File: src/rtl/result_collector.sv
`default_nettype none
// ============================================================================
// Module      : result_collector
// Description : Round-robin collection of finished Julia pixels into a small
//               FIFO feeding the frame buffer, with frame completion pulse.
// Revision    : 1.0 - initial release
// ============================================================================
module result_collector #(
    parameter int NUM_WORKERS = 16,
    parameter int COORD_BITS  = 10,
    parameter int CNT_BITS    = 8,
    parameter int H_RES       = 640,
    parameter int V_RES       = 480,
    parameter int FIFO_DEPTH  = 4,
    parameter int ADDR_BITS   = 19
) (
    input  logic                                   clk,
    input  logic                                   rst,
    input  logic                                   start,
    input  logic [NUM_WORKERS-1:0]                 jw_rc_done,
    input  logic [NUM_WORKERS-1:0][COORD_BITS-1:0] jw_rc_x,
    input  logic [NUM_WORKERS-1:0][COORD_BITS-1:0] jw_rc_y,
    input  logic [NUM_WORKERS-1:0][CNT_BITS-1:0]   jw_rc_count,
    output logic [NUM_WORKERS-1:0]                 rc_jw_ack,
    input  logic                                   fb_rc_ready,
    output logic                                   rc_fb_we,
    output logic [ADDR_BITS-1:0]                   rc_fb_addr,
    output logic [CNT_BITS-1:0]                    rc_fb_data,
    output logic                                   frame_done,
    output logic                                   busy,
    output logic                                   rc_err
);

    localparam int c_idx_bits = (NUM_WORKERS > 1) ? $clog2(NUM_WORKERS) : 1;
    localparam int c_ptr_bits = $clog2(FIFO_DEPTH);

    localparam logic [c_idx_bits:0]   c_num_workers  = (c_idx_bits+1)'(NUM_WORKERS);
    localparam logic [c_idx_bits-1:0] c_last_idx     = c_idx_bits'(NUM_WORKERS - 1);
    localparam logic [COORD_BITS:0]   c_h_res        = (COORD_BITS+1)'(H_RES);
    localparam logic [COORD_BITS:0]   c_v_res        = (COORD_BITS+1)'(V_RES);
    localparam logic [ADDR_BITS-1:0]  c_h_res_addr   = ADDR_BITS'(H_RES);
    localparam logic [ADDR_BITS:0]    c_frame_pixels = (ADDR_BITS+1)'(H_RES * V_RES);
    localparam logic [ADDR_BITS:0]    c_cnt_one      = (ADDR_BITS+1)'(1);

    typedef enum logic [1:0] {
        S_IDLE    = 2'd0,
        S_COLLECT = 2'd1,
        S_DONE    = 2'd2
    } state_t;

    state_t                  r_state;
    state_t                  w_state_nxt;
    logic [c_idx_bits-1:0]   r_ptr;
    logic [ADDR_BITS:0]      r_pix_cnt;
    logic [ADDR_BITS:0]      w_cnt_inc;

    logic [2*NUM_WORKERS-1:0] w_req_dbl;
    logic [NUM_WORKERS-1:0]  w_req_rot;
    logic                    w_grant_vld;
    logic [c_idx_bits-1:0]   w_off;
    logic [c_idx_bits:0]     w_idx_sum;
    logic [c_idx_bits-1:0]   w_grant_idx;
    logic [COORD_BITS-1:0]   w_sel_x;
    logic [COORD_BITS-1:0]   w_sel_y;
    logic [CNT_BITS-1:0]     w_sel_cnt;
    logic [ADDR_BITS-1:0]    w_sel_addr;
    logic                    w_in_range;
    logic                    w_start_frame;

    logic [ADDR_BITS-1:0]    r_addr_mem [FIFO_DEPTH];
    logic [CNT_BITS-1:0]     r_data_mem [FIFO_DEPTH];
    logic [c_ptr_bits:0]     r_wr_ptr;
    logic [c_ptr_bits:0]     r_rd_ptr;
    logic                    w_empty;
    logic                    w_full;
    logic                    w_push;
    logic                    w_pop;

    assign w_start_frame = (r_state == S_IDLE) && start;

    assign w_empty = (r_wr_ptr == r_rd_ptr);
    assign w_full  = (r_wr_ptr[c_ptr_bits] != r_rd_ptr[c_ptr_bits]) &&
                     (r_wr_ptr[c_ptr_bits-1:0] == r_rd_ptr[c_ptr_bits-1:0]);

    // Rotate requests so the scan always starts at bit 0, then map back.
    assign w_req_dbl = {jw_rc_done, jw_rc_done} >> r_ptr;
    assign w_req_rot = w_req_dbl[NUM_WORKERS-1:0];

    always_comb begin
        w_grant_vld = 1'b0;
        w_off       = '0;
        for (int k = NUM_WORKERS - 1; k >= 0; k--) begin
            if (w_req_rot[k]) begin
                w_grant_vld = 1'b1;
                w_off       = c_idx_bits'(k);
            end
        end
        if (r_state != S_COLLECT || w_full) begin
            w_grant_vld = 1'b0;
        end
        w_idx_sum = {1'b0, r_ptr} + {1'b0, w_off};
        if (w_idx_sum >= c_num_workers) begin
            w_idx_sum = w_idx_sum - c_num_workers;
        end
        w_grant_idx = w_idx_sum[c_idx_bits-1:0];
        rc_jw_ack   = '0;
        if (w_grant_vld) begin
            rc_jw_ack[w_grant_idx] = 1'b1;
        end
    end

    assign w_sel_x    = jw_rc_x[w_grant_idx];
    assign w_sel_y    = jw_rc_y[w_grant_idx];
    assign w_sel_cnt  = jw_rc_count[w_grant_idx];
    assign w_sel_addr = ADDR_BITS'(w_sel_y) * c_h_res_addr + ADDR_BITS'(w_sel_x);
    assign w_in_range = ({1'b0, w_sel_x} < c_h_res) && ({1'b0, w_sel_y} < c_v_res);

    assign w_push    = w_grant_vld && w_in_range;
    assign w_pop     = !w_empty && fb_rc_ready;
    assign w_cnt_inc = r_pix_cnt + c_cnt_one;

    assign rc_fb_we   = !w_empty;
    assign rc_fb_addr = w_empty ? '0 : r_addr_mem[r_rd_ptr[c_ptr_bits-1:0]];
    assign rc_fb_data = w_empty ? '0 : r_data_mem[r_rd_ptr[c_ptr_bits-1:0]];

    always_ff @(posedge clk) begin
        if (w_push) begin
            r_addr_mem[r_wr_ptr[c_ptr_bits-1:0]] <= w_sel_addr;
            r_data_mem[r_wr_ptr[c_ptr_bits-1:0]] <= w_sel_cnt;
        end
    end

    always_ff @(posedge clk) begin
        if (rst) begin
            r_state   <= S_IDLE;
            r_wr_ptr  <= '0;
            r_rd_ptr  <= '0;
            r_ptr     <= '0;
            r_pix_cnt <= '0;
            rc_err    <= 1'b0;
        end else begin
            r_state <= w_state_nxt;
            if (w_push) begin
                r_wr_ptr <= r_wr_ptr + 1'b1;
            end
            if (w_pop) begin
                r_rd_ptr <= r_rd_ptr + 1'b1;
            end
            if (w_grant_vld) begin
                r_ptr <= (w_grant_idx == c_last_idx) ? '0 : w_grant_idx + 1'b1;
            end
            if (w_start_frame) begin
                r_pix_cnt <= '0;
            end else if (w_pop) begin
                r_pix_cnt <= w_cnt_inc;
            end
            if (w_start_frame) begin
                rc_err <= 1'b0;
            end else if (w_grant_vld && !w_in_range) begin
                rc_err <= 1'b1;
            end
        end
    end

    always_comb begin
        w_state_nxt = r_state;
        frame_done  = 1'b0;
        busy        = 1'b1;
        case (r_state)
            S_IDLE: begin
                busy = 1'b0;
                if (start) begin
                    w_state_nxt = S_COLLECT;
                end
            end
            S_COLLECT: begin
                if (w_pop && (w_cnt_inc == c_frame_pixels)) begin
                    w_state_nxt = S_DONE;
                end
            end
            S_DONE: begin
                frame_done  = 1'b1;
                w_state_nxt = S_IDLE;
            end
            default: begin
                w_state_nxt = S_IDLE;
            end
        endcase
    end

endmodule
`default_nettype wire

File: config.mk
export PLATFORM = sky130hd
export DESIGN_NAME = result_collector
export DESIGN_NICKNAME = d
export VERILOG_FILES = /design/src/rtl/result_collector.sv
export SDC_FILE = /design/constraint.sdc
export NUM_CORES = 1
export LEC_CHECK = 0
export BUFFER_PORTS_ARGS = -buffer_cell sky130_fd_sc_hd__buf_4
export CORE_MARGIN = 2
export CORE_UTILIZATION = 29
export CTS_BUF_LIST = sky130_fd_sc_hd__clkbuf_4 sky130_fd_sc_hd__clkbuf_8
export DETAILED_ROUTE_END_ITERATION = 12
export PLACE_DENSITY_LB_ADDON = 0.3
export SYNTH_ARGS = -nofsm -noshare
export SYNTH_HDL_FRONTEND = slang
export SYNTH_SLANG_ARGS = --single-unit
File: constraint.sdc
create_clock -name clk -period 11.3 [get_ports clk]
set_input_delay 2.26 -clock clk [delete_from_list [all_inputs] [get_ports clk]]
set_output_delay 2.26 -clock clk [all_outputs]
set_load 0.1 [all_outputs]
# Yosys cells after proc, flatten, opt, wreduce, memory -nomap -nowiden
# Memory sizes are Yosys's and may differ from the RTL's. A register that Yosys moved wholly into a read port is not among the register bits.
# Index checks and enable logic that the tools add are counted.
word_totals:
  word_cells: 103
  out_inout_bits: 47
  inputBits: 468
  regBits: 33
  mem_bits_rw: 108
  n_memories: 2
op_classes:
  mux: 57
  eq_ne: 10
  n_mul: 1
  n_lt_le_gt_ge: 5
  add_sub_neg: 7
  reduce_logical: 14
  shifts: 1
memory_table:
  columns: ["name", "depth", "word_bits", "rd", "rd_clocked_by_memory_dff", "write_ports", "line", "rtl"]
  rows:
  - ["r_addr_mem", 4, 19, 1, 1, 1, "70", "logic [ADDR_BITS-1:0] r_addr_mem [FIFO_DEPTH];"]
  - ["r_data_mem", 4, 8, 1, 1, 1, "71", "logic [CNT_BITS-1:0] r_data_mem [FIFO_DEPTH];"]
op_table:
  columns: ["operator", "count"]
  rows:
  - ["$bmux 10 s4", 2]
  - ["$mux 4", 18]
  - ["$bmux 8 s4", 1]
  - ["$shr 32x4->16", 1]
  - ["$mux 1", 22]
  - ["$add 20x1->20 const B", 1]
  - ["$eq 20x19->1 const B", 1]
  - ["$mux 10", 2]
  - ["$add 19x10->19", 1]
  - ["$mux 19", 1]
  - ["$mux 16", 1]
  - ["$mux 8", 2]
  - ["$mul 10x3->12 const B", 1]
  - ["$mux 2", 6]
  - ["$lt 10x10->1 const B", 1]
  - ["$lt 10x9->1 const B", 1]
  - ["$logic_and 1x1->1", 8]
  - ["$add 3x1->3 const B", 2]
  - ["$add 4x4->5", 1]
  - ["$ge 5x5->1 const B", 1]
  - ["$lt 4x5->1 const B", 1]
  - ["$add 4x1->4 const B", 1]
  - ["$demux 1 s4", 1]
  - ["$eq 4x4->1 const B", 1]
  - ["15 further kinds", 17]

# Longest topological paths before layout
# Gate-level depths: netlist of the first run.
logic_depth:
  word_depth: 27
  depth_mapped: 33
  mapped_depth_nobuf: 28

# Least setup slack after synthesis of the first run
# OpenSTA, ideal clock, no wires.
synth_path:
  kind: "input port to flip-flop"
  start: "in jw_rc_done[6]"
  end: "mem r_addr_mem[0][18], data pin"
  t_required_ns: 11.027
  path_slack_ns: 1.899
  t_arrival_ns: 9.128
  n_path_buf: 5
  path_stages: 30
  cell_sequence: "mux4_2 mux2i_1 or2b_1 nand3_1 nand3_1 a21oi_1 o211a_1 o221ai_1 a21oi_1 ha_1 fa_1 clkbuf_1 buf_1 buf_1 buf_1 clkbuf_1 mux4_2 mux4_2 ha_1 ha_1 fa_1 a21oi_1 nor2_1 nor2_1 o21bai_1 a21oi_1 xnor2_1 nand3_1 xnor2_1 xnor2_1"
synth_between:
  elab_chain_len: 24
synth_lines:
  columns: ["element", "line", "rtl"]
  rows:
  - ["start, declared", "20", "input logic [NUM_WORKERS-1:0] jw_rc_done,"]
  - ["$shr 32x4->16 (*)", "86", "assign w_req_dbl = {jw_rc_done, jw_rc_done} >> r_ptr;"]
  - ["$mux 4 (15 in series)", "93", "if (w_req_rot[k]) begin"]
  - ["$mux 4 (*)", "93", null]
  - ["$add 4x4->5 (*)", "101", "w_idx_sum = {1'b0, r_ptr} + {1'b0, w_off};"]
  - ["$sub 4x1->4 or $ge 5x5->1 (tied branches)", "103, 102", null]
  - ["$mux 4 (*)", "102", "if (w_idx_sum >= c_num_workers) begin"]
  - ["$bmux 10 s4", "113", "assign w_sel_y = jw_rc_y[w_grant_idx];"]
  - ["$mux 10 (not written as such)", "113", null]
  - ["$mul 10x3->12", "115", "assign w_sel_addr = ADDR_BITS'(w_sel_y) * c_h_res_addr + ADDR_BITS'(w_sel_x);"]
  - ["$add 19x10->19 (*)", "115", null]
  - ["named net w_sel_addr[18]", "66", "logic [ADDR_BITS-1:0] w_sel_addr;"]
  - ["end, declared", "70", null]
# The timed path passes the listed nets; every way through them passes the cells marked *. The select of a mux whose other input is x is not followed.

# Worst setup path after layout of the first run
layout_path:
  start: "in jw_rc_done[4]"
  end: "out rc_jw_ack[15]"
layout_between:
  elab_chain_len: 25
layout_lines:
  columns: ["element", "line", "rtl"]
  rows:
  - ["$shr 32x4->16 (*)", "86", null]
  - ["$mux 4 (16 in series)", "93", null]
  - ["$add 4x4->5", "101", null]
  - ["$sub 4x1->4 or $ge 5x5->1 (tied branches)", "103, 102", null]
  - ["$mux 4", "102", null]
  - ["$lt 4x5->1 (not written as such) or $ge 4x1->1 (tied branches)", "108", "rc_jw_ack[w_grant_idx] = 1'b1;"]
  - ["$logic_and 1x1->1 (not written as such)", "108", null]
  - ["$mux 1 (not written as such)", "108", null]
  - ["$demux 1 s4", "108", null]
  - ["$mux 16 (*)", "107", "if (w_grant_vld) begin"]
  - ["end, declared", "24", "output logic [NUM_WORKERS-1:0] rc_jw_ack,"]
# Every way passes the cells marked *; elsewhere a longest branch is shown, timed or not.

==> metrics.yaml, run 1 <==
status: "finished clean"
place_area_mm2: 0.01577
required_ns: 9.04
cts_setup_buffers: 0
numCtsBuffers: 17
dr_total_vias: 10014
cts_hold_buf: 0
nNetsFinal: 1846
startpoint_type: "input port"
cts_root_buf: "clkbuf_8"
synth_edf_count: 108
clkTransAtPathRegs_ns: 0.08
async_flop_share_pct: 0
yosysUniqueCellTypes: 68
dp_hpwl_um: 40930
final_cell_mix: "buf_4, mux4_2, edfxtp_1"
routed_wl_um: 49050
die_w_um: 201.8
grt_pass1_wl_um: 69900
insertion_delay_ns: 0.45
fin_area_mm2: 0.01622
via_per_inst: 5.307
ys_warn_count: 0
synth_area_mm2: 0.01135
timing.fmax_ghz: 0.1102
fin_crit_ns: 9.077
layoutNonFillerInstCount: 1887
cap_violations: 0
drtAntennaViolNets: 0
overflow: 0
syn_avg_cell_area_um2: 13.29
area_delta_synth_final_pct: 42.93
drt_iter0_drc: 893
grt_max_degree: 56
netlist.area_leader.share_pct: 33.34
grtUsageTotal_pct: 23.80
totalNegativeSetupSlack_ns: 0
cts_resized: 0
first_pass_iters: 5
initial_core_util_pct: 29.36
final-hold-violation-count: 0
port_buffers: 514
cp_max_fo: 22
dp_cells: 1845
max-slew-margin-rel_pct: 29.96
synthTopCellsByArea: "mux4_2, edfxtp_1, dfxtp_1, ha_1, mux2i_1"
min_path_type: "reg -> reg"
cts_buffer_depth: 2
syn-instance-count: 854
routedWlPerCell_um: 25.99
cts_sinks: 143
fin_skew_ns: 0.01891
yosys.area.top_type: "mux4_2"
dieArea_mm2: 0.04073
route.detailed.drc: 0
drive_above_1_share_pct: 55.67
post-route-period-util_pct: 80.32
rows: 72
h-tree-depth: 4
grt_pass1_vias: 10103
grt_setup_unrepaired: "no"
crit_type: "in -> out"
final_common_cell: "buf_4"
io_pins: 515
ys.flop_type: "edfxtp_1"
setup_viol: 0
synth_seq_cells: 143
gp_congestion: 0.9812
worstMarginPinSlew_ns: 1.045
core-area_mm2: 0.03865
final_util_pct: 41.96
critPathArrivalTime_ns: 6.82
antenna_found_initial: 22
syn_nets: 1354
die_h_um: 201.8
cts_tree: "built"
yosysSeqAreaShare_pct: 34.76
slew_violations: 0
endpoint_kind: "primary output"
-- sequential cells by signal, indices dropped and copies added, names as in the netlist, named ones only --
| signal | flops |
|---|---|
| rc_err | 1 |
| r_data_mem | 32 |
| r_pix_cnt | 20 |
| r_state | 2 |
| r_rd_ptr | 3 |
| r_ptr | 4 |
| r_wr_ptr | 3 |
| r_addr_mem | 76 |
-- worst paths after layout --
check           startpoint           endpoint  slack [ns]  cells past startpoint
max          jw_rc_done[4]      rc_jw_ack[15]        2.22                     18
min             r_state[1]         r_state[1]        0.49                      1
max reg2reg       r_ptr[2]  r_addr_mem[0][18]        3.38                     25
min reg2reg     r_state[1]         r_state[1]        0.49                      1
-- layer usage --
layer | GRT usage, % | share of wire (%) | vias to the layer above
met5 | 0 | 0.21 | -
met4 | 4.517 | 1.1 | 16
li1 | - | - | 4394
met3 | 8.513 | 11 | 48
met2 | 34.16 | 43 | 481
met1 | 34.65 | 45 | 5075
-- stage by stage --
step	setup WS, ns	hold WS [ns]
after floorplan	1.899	0.4497
after global placement	2.076	0.4733
after detailed placement	1.961	0.4740
after CTS	2.285	0.4926
after global routing	1.888	0.5145
final	2.223	0.4920
-- synth_stat cells, types with 3 or more instances --
cell	instances
nand4_1	6
nor2_1	69
nor2b_1	34
ha_1	29
clkbuf_1	39
nand2b_1	5
inv_1	14
and4_1	3
dfxtp_1	35
nor3_1	9
mux2_2	5
fa_1	3
a21oi_1	32
mux4_2	168
o21a_1	3
a21o_1	5
nand3_1	17
or3_1	4
a22o_1	4
buf_2	11
mux4_1	4
o21bai_1	4
edfxtp_1	108
o21ai_0	10
a31oi_1	5
buf_1	5
nand2_1	62
and3_1	8
xor2_1	27
xnor2_1	22
mux2i_1	29
buf_8	3
and2_1	29
o22ai_1	3
-- critical path, cell delays in order --
cell and delay, ns:
buf_4 0.12, mux4_2 0.52, mux2i_1 0.38, or2b_1 0.27, nand3_1 0.09, nand3_1 0.08, a21oi_1 0.19, o211a_1 0.15
o221ai_1 0.13, a21oi_1 0.26, ha_4 0.17, a21o_1 0.11, a21oi_1 0.07, xnor2_1 0.68, xnor2_2 0.49, nor2_1 0.36
and2_1 0.18, buf_4 0.28
-- cell families after synthesis --
logic type,share of synthesized area (%)
xor+xnor,4.025
flops,34.76
compound gates,5.447
mux,37.88
buf+inv,2.900
fa+ha+maj,3.727
simple gates,11.27
-- cell type report --
cell class,instances,area [um2]
fill,3626,22430
multi-input combinational,638,7133
timing repair buffer,532,3994
sequential,143,3945
tap,518,648.1
clock buffer,18,241.5
clock inverter,13,176.4
inverter,14,52.55
antenna,11,27.53
Power of run 1 is not shown: default switching activity piles up to over one toggle a cycle in this logic, so the estimate is an artifact.
==> inputs of run 2 (changes only) <==
clock period = 7.7 ns   (was 11.3 ns; I/O delays follow)
==> run 2 against run 1 <==
Register-to-register slack got worse by 2.6 ns. Die area unchanged. Global-route usage about the same. Worst setup slack got worse by 1.9 ns. Highest routed layer unchanged. Critical endpoint is now r_addr_mem[0][18]. Core utilization increased by 1.7 points.
==> metrics.yaml, run 2 (synthesis gave the netlist of run 1 again) <==
cts_hold_buf: 0  # unchanged
initial_core_util_pct: 29.36  # unchanged
critical-path-top-delay-family: "adder cells"
required_ns: 7.95  # -1.09 ns
crit_end: "r_addr_mem[0][18]"
setup_viol: 0  # unchanged
rr_endpoint: "r_addr_mem[0][18]"
route.detailed.drc: 0  # unchanged
slew_violations: 0  # unchanged
crit_type: "in -> reg"
clkTransAtPathRegs_ns: 0.08  # about the same
gp_congestion: 0.9591  # -2.3%
critPathBufInv: 2  # unchanged
cts_tree: "built"
crit_path_start: "jw_rc_done[2]"
seqCellArea_mm2: 0.003945  # unchanged
crit_cells: 26  # +8
min_path_type: "reg -> reg"
overflow: 0  # unchanged
drtAntennaViolNets: 0  # unchanged
h-tree-depth: 4  # unchanged
die_w_um: 201.8  # unchanged
max-slew-margin-rel_pct: 32.84  # +2.9 points
largest_register_ffs: 76  # unchanged
worstMarginPinSlew_ns: 1.007  # -0.03796 ns
cts_root_buf: "clkbuf_8"
cts_sinks: 143  # unchanged
via_per_inst: 5.123  # -3.5%
startpoint_type: "input port"
post-route-period-util_pct: 95.64
status: "finished clean"
core-area_mm2: 0.03865  # unchanged
slowest_stage: "fa_4"
fin_skew_ns: 0.01033  # -0.008575 ns
first_pass_iters: 5  # unchanged
rr_worst_depth: 24  # -4.0%
totalNegativeSetupSlack_ns: 0  # unchanged
critPathMaxStageDelay_ns: 0.87  # +0.19 ns
worst_r2r_startpoint: "r_ptr[2]"
cp_max_fo: 7  # -68%
area_delta_synth_final_pct: 48.85
cap_violations: 0  # unchanged
port_buffers: 514  # unchanged
io_pins: 515  # unchanged
final_cell_mix: "buf_4, mux4_2, edfxtp_1"
rows: 72  # unchanged
grt_pass1_wl_um: 70580  # +0.98%
final_common_cell: "buf_4"
grt_pass1_vias: 10390  # +2.8%
dp_hpwl_um: 41390  # +1.1%
drt_iter0_drc: 770  # -14%
routedWlPerCell_um: 24.85  # -4.4%
multi_input_area_mm2: 0.007181  # +0.67%
r2r_setup_slack_ns: 0.74  # -2.64 ns
numCtsBuffers: 17  # unchanged
critPathArrivalTime_ns: 7.61  # +0.79 ns
nNetsFinal: 1919  # +4.0%
fillers: 3618  # -0.22%
grt_setup_unrepaired: "no"
cts_buffer_depth: 2  # unchanged
endpoint_kind: "flip-flop"
grtUsageTotal_pct: 23.83  # +0.029 points
dieArea_mm2: 0.04073  # unchanged
routed_wl_um: 48600  # -0.92%
antenna_found_initial: 16  # -27%
final-hold-violation-count: 0  # unchanged
fin_area_mm2: 0.01689  # +4.1%
fin_crit_ns: 7.364
timing.fmax_ghz: 0.1358
dr_total_vias: 10021  # +0.070%
die_h_um: 201.8  # unchanged
insertion_delay_ns: 0.45  # about the same
grt_max_degree: 47  # -16%
hp-start: "r_state[1]"
place_area_mm2: 0.01643  # +4.2%
drive_above_1_share_pct: 58.66  # +3.0 points
-- run 2: how the worst min path moves through the flow --
stage,slack [ns],depth (start not counted),end
2_1_floorplan,0.45,1,r_state[1]
3_3_place_gp,0.47,1,r_state[1]
3_5_place_dp,0.49,1,r_state[1]
4_1_cts,0.50,1,r_state[1]
5_1_grt,0.54,1,r_state[0]
6_report,0.50,1,r_state[1]
-- run 2: layout make-up --
class / count / share of cell area [%]
Antenna cell: 6 / 0.08890
Clock buffer: 17 / 1.385
Clock inverter: 15 / 1.000
Inverter: 14 / 0.3111
Multi-Input combinational cell: 638 / 42.51
Sequential cell: 143 / 23.36
Tap cell: 518 / 3.837
Timing Repair Buffer: 605 / 27.51
-- run 2: worst register-to-register path, stage by stage, from the launching register on --
cell	delay, ns
dfxtp_1	0.82
mux4_2	0.66
mux2i_1	0.21
o21ai_0	0.10
a31oi_1	0.16
o21ai_1	0.10
o221ai_1	0.28
a21oi_2	0.12
ha_4	0.18
fa_4	0.87
buf_12	0.14
mux4_2	0.36
mux4_2	0.52
ha_1	0.31
ha_1	0.24
fa_2	0.36
a21oi_1	0.15
nor2_1	0.05
nor2_1	0.16
o21bai_1	0.10
a21oi_2	0.20
xnor2_2	0.14
nand3_1	0.11
xnor2_1	0.15
xnor2_1	0.28
-- run 2: repair_timing --
item                       4_1_cts  5_1_grt
setup endpoints to repair        0        8
setup buffers                    0        1
gates resized for setup          0        9
-- run 2: stage by stage --
stage	setup slack [ns]	instances	hold WS (ns)	util (%)
2_1_floorplan	0.02954	854	0.4497	-
3_3_place_gp	-0.1605	1917	0.4729	42.52
3_5_place_dp	-0.1777	1917	0.4891	42.52
4_1_cts	0.2516	1949	0.5012	43.57
5_1_grt	0.03063	1952	0.5411	43.68
6_report	0.3358	1956	0.4963	43.70
-- run 2: routing by layer --
layer  part of all wire (%)  up-vias  wire length (um)  track usage (%)
li1                       -     4531                 -                -
met1                     44     4977             21370            34.13
met2                     46      468             22180            37.21
met3                    9.5       33              4634            6.208
met4                   0.69       12               336            3.204
met5                   0.16        -                79                0
Power of run 2 is left out for the same reason.
